**config.mk**
```make
export PLATFORM = sky130hd
export DESIGN_NAME = pipe_ctrl
export DESIGN_NICKNAME = d
export VERILOG_FILES = /design/src/rtl/pipe_ctrl.sv
export SDC_FILE = /design/constraint.sdc
export NUM_CORES = 1
export LEC_CHECK = 0
export BUFFER_PORTS_ARGS = -buffer_cell sky130_fd_sc_hd__buf_4
export CAP_MARGIN = 20
export CELL_PAD_IN_SITES_DETAIL_PLACEMENT = 0
export CELL_PAD_IN_SITES_GLOBAL_PLACEMENT = 1
export CORE_ASPECT_RATIO = 0.75
export CORE_UTILIZATION = 34
export DETAILED_ROUTE_END_ITERATION = 8
export GPL_ROUTABILITY_DRIVEN = 0
export MAX_ROUTING_LAYER = met4
export PLACE_DENSITY_LB_ADDON = 0.15
export SYNTH_ARGS = -nofsm -noshare
export SYNTH_HDL_FRONTEND = slang
export SYNTH_SLANG_ARGS = --single-unit
```
**constraint.sdc**
```tcl
create_clock -name clk -period 2.75 [get_ports clk]
set_input_delay 0.275 -clock clk [delete_from_list [all_inputs] [get_ports clk]]
set_output_delay 0.275 -clock clk [all_outputs]
set_load 0.03 [all_outputs]
```
**src/rtl/pipe_ctrl.sv**
```systemverilog
// pipe_ctrl: pipeline sequencing controller for the 5-stage core.
// Generates per-stage hold enables, sequences multi-cycle EX operations with a
// countdown, issues exception flushes with a redirect PC and keeps a saturating
// count of cycles in which the PC was held.
module pipe_ctrl #(
    parameter int CNT_W  = 5,
    parameter int PERF_W = 32
) (
    input  logic              clk,
    input  logic              rst,
    input  logic              stallreq_id,
    input  logic              stallreq_ex,
    input  logic              mc_start,
    input  logic [CNT_W-1:0]  mc_len,
    input  logic              flush_req,
    input  logic [31:0]       excp_pc,
    input  logic              cnt_clr,
    output logic [5:0]        stall,
    output logic              flush,
    output logic [31:0]       new_pc,
    output logic              mc_last,
    output logic [1:0]        ctrl_state,
    output logic [PERF_W-1:0] stall_cycles
);

    // EX-side stalls hold pc..ex_mem and leave mem_wb running (bubble into MEM);
    // ID-side stalls hold pc..id_ex only.
    localparam logic [5:0] STALL_EXS  = 6'b001111;
    localparam logic [5:0] STALL_IDS  = 6'b000111;
    localparam logic [5:0] STALL_NONE = 6'b000000;

    typedef enum logic [1:0] {
        RUN     = 2'b00,
        MC_BUSY = 2'b01,
        FLUSH   = 2'b10
    } state_t;

    state_t           state, state_nxt;
    logic [CNT_W-1:0] cnt, cnt_nxt;
    logic [5:0]       req_stall;

    assign ctrl_state = state;

    // Next-state and same-cycle outputs; everything forced low while rst is high
    always_comb begin
        stall     = STALL_NONE;
        flush     = 1'b0;
        new_pc    = '0;
        mc_last   = 1'b0;
        state_nxt = state;
        cnt_nxt   = cnt;
        req_stall = stallreq_ex ? STALL_EXS : (stallreq_id ? STALL_IDS : STALL_NONE);

        case (state)
            RUN: begin
                if (flush_req) begin
                    flush     = 1'b1;
                    new_pc    = excp_pc;
                    state_nxt = FLUSH;
                end else begin
                    stall = req_stall;
                    if (mc_start) begin
                        if (mc_len >= CNT_W'(2)) begin
                            stall     = STALL_EXS | req_stall;
                            cnt_nxt   = mc_len - CNT_W'(1);
                            state_nxt = MC_BUSY;
                        end else begin
                            mc_last = 1'b1;
                        end
                    end
                end
            end
            MC_BUSY: begin
                if (flush_req) begin
                    flush     = 1'b1;
                    new_pc    = excp_pc;
                    cnt_nxt   = '0;
                    state_nxt = FLUSH;
                end else if (cnt > CNT_W'(1)) begin
                    stall   = STALL_EXS | req_stall;
                    cnt_nxt = cnt - CNT_W'(1);
                end else begin
                    // Final EX cycle: op stall released, external requests still honoured
                    stall     = req_stall;
                    mc_last   = 1'b1;
                    cnt_nxt   = '0;
                    state_nxt = RUN;
                end
            end
            FLUSH: begin
                state_nxt = RUN;
            end
            default: begin
                state_nxt = RUN;
                cnt_nxt   = '0;
            end
        endcase

        if (rst) begin
            stall   = STALL_NONE;
            flush   = 1'b0;
            new_pc  = '0;
            mc_last = 1'b0;
        end
    end

    // Controller state and multi-cycle countdown
    always_ff @(posedge clk or posedge rst) begin
        if (rst) begin
            state <= RUN;
            cnt   <= '0;
        end else begin
            state <= state_nxt;
            cnt   <= cnt_nxt;
        end
    end

    // Saturating count of PC-hold cycles; clear takes precedence over increment
    always_ff @(posedge clk or posedge rst) begin
        if (rst) begin
            stall_cycles <= '0;
        end else if (cnt_clr) begin
            stall_cycles <= '0;
        end else if (stall[0] && !(&stall_cycles)) begin
            stall_cycles <= stall_cycles + PERF_W'(1);
        end
    end

endmodule

```
==> results.sh <==
export IMPL_status="completed"
export IMPL_drt_pre_antenna_iters=4
export IMPL_core_area_um2=7570
export IMPL_io_pins=118
export IMPL_wirelength_um=7780
export IMPL_vdd_ir_drop_max_mv=0.201
export IMPL_critPathArrivalTime_ns=2.26
export IMPL_cts_clk_slew_worst_paths_ns=0.08
export IMPL_synth_seq_cells=39
export IMPL_fin_tns_setup_ns=0
export IMPL_cp_end_kind="output pin"
export IMPL_cts_tree="yes"
export IMPL_yosys_warnings=0
export IMPL_overflow=0
export IMPL_cts_htree_levels=2
export IMPL_critical_path_required_ns=2.48
export IMPL_grt_pass1_wl_um=12300
export IMPL_antennaDiodeCount=0
export IMPL_worst_slew_pin_slew_ns=0.518
export IMPL_drive_above_1_share=0.338
export IMPL_clock_sink_count=39
export IMPL_synthToLayoutAreaGrowth_pct=39.9
export IMPL_power_leakage_nw=1.74
export IMPL_path_max_fanout=10
export IMPL_vias=2794
export IMPL_cts_buffer_depth=2
export IMPL_synth_distinct_cells=47
export IMPL_utilization=0.508
export IMPL_route_detailed_drc=0
export IMPL_cp_start_kind="flip-flop"
export IMPL_seq_area_frac_synth=0.355
export IMPL_placed_cell_area_um2=3730
export IMPL_avgSynthCellArea_um2=8.59
export IMPL_grt_pass1_vias=2538
export IMPL_rows=27
export IMPL_holdBufCountCts=0
export IMPL_ant_nets=0
export IMPL_min_period_ns=2.53
export IMPL_nets=480
export IMPL_clockRootBuffer="clkbuf_8"
export IMPL_post_route_period_util=0.921
export IMPL_max_slew_margin_rel=0.655
export IMPL_dieHeight_um=79.9
export IMPL_design_area_um2=3840
export IMPL_finalHoldViolations=0
export IMPL_antenna_found_initial=0
export IMPL_portBuffers=115
export IMPL_clock_latency_ns=0.29
export IMPL_dp_hpwl_um=5710
export IMPL_track_usage=0.184
export IMPL_dieArea_um2=8450
export IMPL_rsz0062_at_grt="false"
export IMPL_avgViaCountPerCell=5.24
export IMPL_hp_class="input port to async pin"
export IMPL_synth_area_um2=2750
export IMPL_grt_max_degree=55
export IMPL_setup_viol=0
export IMPL_cts_resized=0
export IMPL_yosys_most_used_dff="dfrtp_1"
export IMPL_drv_slew=0
export IMPL_post_cts_setup_buffer_count=0
export IMPL_avgRoutedWirePerCell_um=14.6
export IMPL_n_fill_cell=753
export IMPL_drtIter0Drc=101
export IMPL_die_w_um=106
export IMPL_drv_cap=0
export IMPL_synth_edff_count=0
export IMPL_cts_made_buffers=5
export IMPL_critical_path_class="flip-flop to output pin"
export IMPL_max_freq_ghz=0.395
export IMPL_finClkSkew_ns=0.00638
export IMPL_power_density_nw_per_um2=384
export IMPL_initial_core_util=0.363
export IMPL_synthArstFlopShare=1.00
export IMPL_postSynthCellCount=320
-- worst max-delay path, stage by stage, from the launching register on --
cell     delay [ns]
dfrtp_1        0.48
or3b_2         0.51
a21o_1         0.24
a31o_1         0.27
inv_1          0.24
buf_4          0.22
-- stage by stage --
| stage | worst slack [ns] | hold slack (ns) | total power, mW | cells |
|---|---|---|---|---|
| after floorplan | 0.126 | 0.421 | 0.851 | 321 |
| after global placement | 0.298 | 0.466 | 0.983 | 525 |
| after detailed placement | 0.268 | 0.456 | 0.983 | 525 |
| after CTS | 0.199 | 0.141 | 1.49 | 533 |
| after global routing | 0.0989 | 0.178 | 1.55 | 533 |
| final | 0.217 | 0.120 | 1.48 | 533 |
-- synth_stat cells, drive strengths merged, types with 6 or more instances --
cell type / instances / area [um2]
dfrtp: 39 / 976
and2: 35 / 219
a21oi: 28 / 140
or4: 23 / 173
o31ai: 21 / 158
nand2: 18 / 67.6
nand3: 16 / 80.1
nor2: 14 / 52.6
clkbuf: 13 / 48.8
inv: 12 / 45.0
buf: 11 / 90.1
nand4: 9 / 56.3
o21ai: 9 / 45.0
nor3: 8 / 40.0
mux2: 6 / 67.6
nor2b: 6 / 37.5
-- report_power, final --
part | leakage, nW | total (mW) | internal (mW) | switching [mW]
Sequential | 0.537 | 0.630 | 0.597 | 0.0329
Clock | 0.0612 | 0.508 | 0.294 | 0.214
Combinational | 1.14 | 0.339 | 0.149 | 0.190
-- area by class of cell --
class / instances / area [um2] / area share
multi-input combinational: 246 / 1600 / 0.417
timing repair buffer: 127 / 978 / 0.254
sequential: 39 / 976 / 0.254
tap: 101 / 126 / 0.0329
clock buffer: 6 / 82.6 / 0.0215
inverter: 12 / 45.0 / 0.0117
clock inverter: 2 / 35.0 / 0.00911
-- cells by family (layout without fill, tap and decap cells) --
group	Yosys count	in the layout	share of synthesized area
buffers and inverters	36	147	0.0669
AND/OR/NAND/NOR	154	154	0.339
adder cells (fa/ha/maj)	5	5	0.0228
other	1	2	0.00136
AO/OA/AOI/OAI	75	75	0.178
XOR/XNOR	3	3	0.00956
multiplexers	7	7	0.0282
flip-flops	39	39	0.355
-- metal layers --
layer  track usage  routed length (um)  part of all wire  up-vias
li1              -                   -                 -     1407
met4        0.0194                  21            0.0027        0
met5             -                   0                 0        -
met1         0.258                3830              0.49     1321
met2         0.287                3620              0.46       62
met3        0.0335                 304             0.039        4
-- final timing paths --
path / from / endpoint / slack (ns) / cells past startpoint
worst max-delay path: ctrl_state[1]$_DFFE_PP0P_ / stall[1] / 0.22 / 5
worst min-delay path: rst / stall_cycles[30]$_DFFE_PP0P_ / 0.12 / 3
worst max register to register: ctrl_state[1]$_DFFE_PP0P_ / stall_cycles[23]$_DFFE_PP0P_ / 0.24 / 6
worst min register to register: cnt[4]$_DFFE_PP0P_ / cnt[4]$_DFFE_PP0P_ / 0.51 / 1
max in group asynchronous: rst / stall_cycles[4]$_DFFE_PP0P_ / 2.28 / 3
min in group clk: mc_len[4] / ctrl_state[0]$_DFFE_PP0P_ / 0.27 / 3
-- registers in the layout, indices dropped and copies added (netlist names) --
signal        flops
ctrl_state        2
cnt               5
stall_cycles     32
-- cells in the final DEF (no fill, tap or decap), drive strengths merged, types with 3 or more instances in the layout --
cell type  count
nand4b         3
a21oi         28
inv           12
nand4          9
nor4           4
dfrtp         39
nand2         18
buf          127
and2          35
o2bb2ai        3
or3            3
or4           23
clkbuf         6
ha             5
and4           4
mux2           6
o21ai          9
nor2b          6
nor2          14
and3           5
o31ai         21
nand3         16
nor3           8
Note: power is estimated with default switching activity, not from simulation.
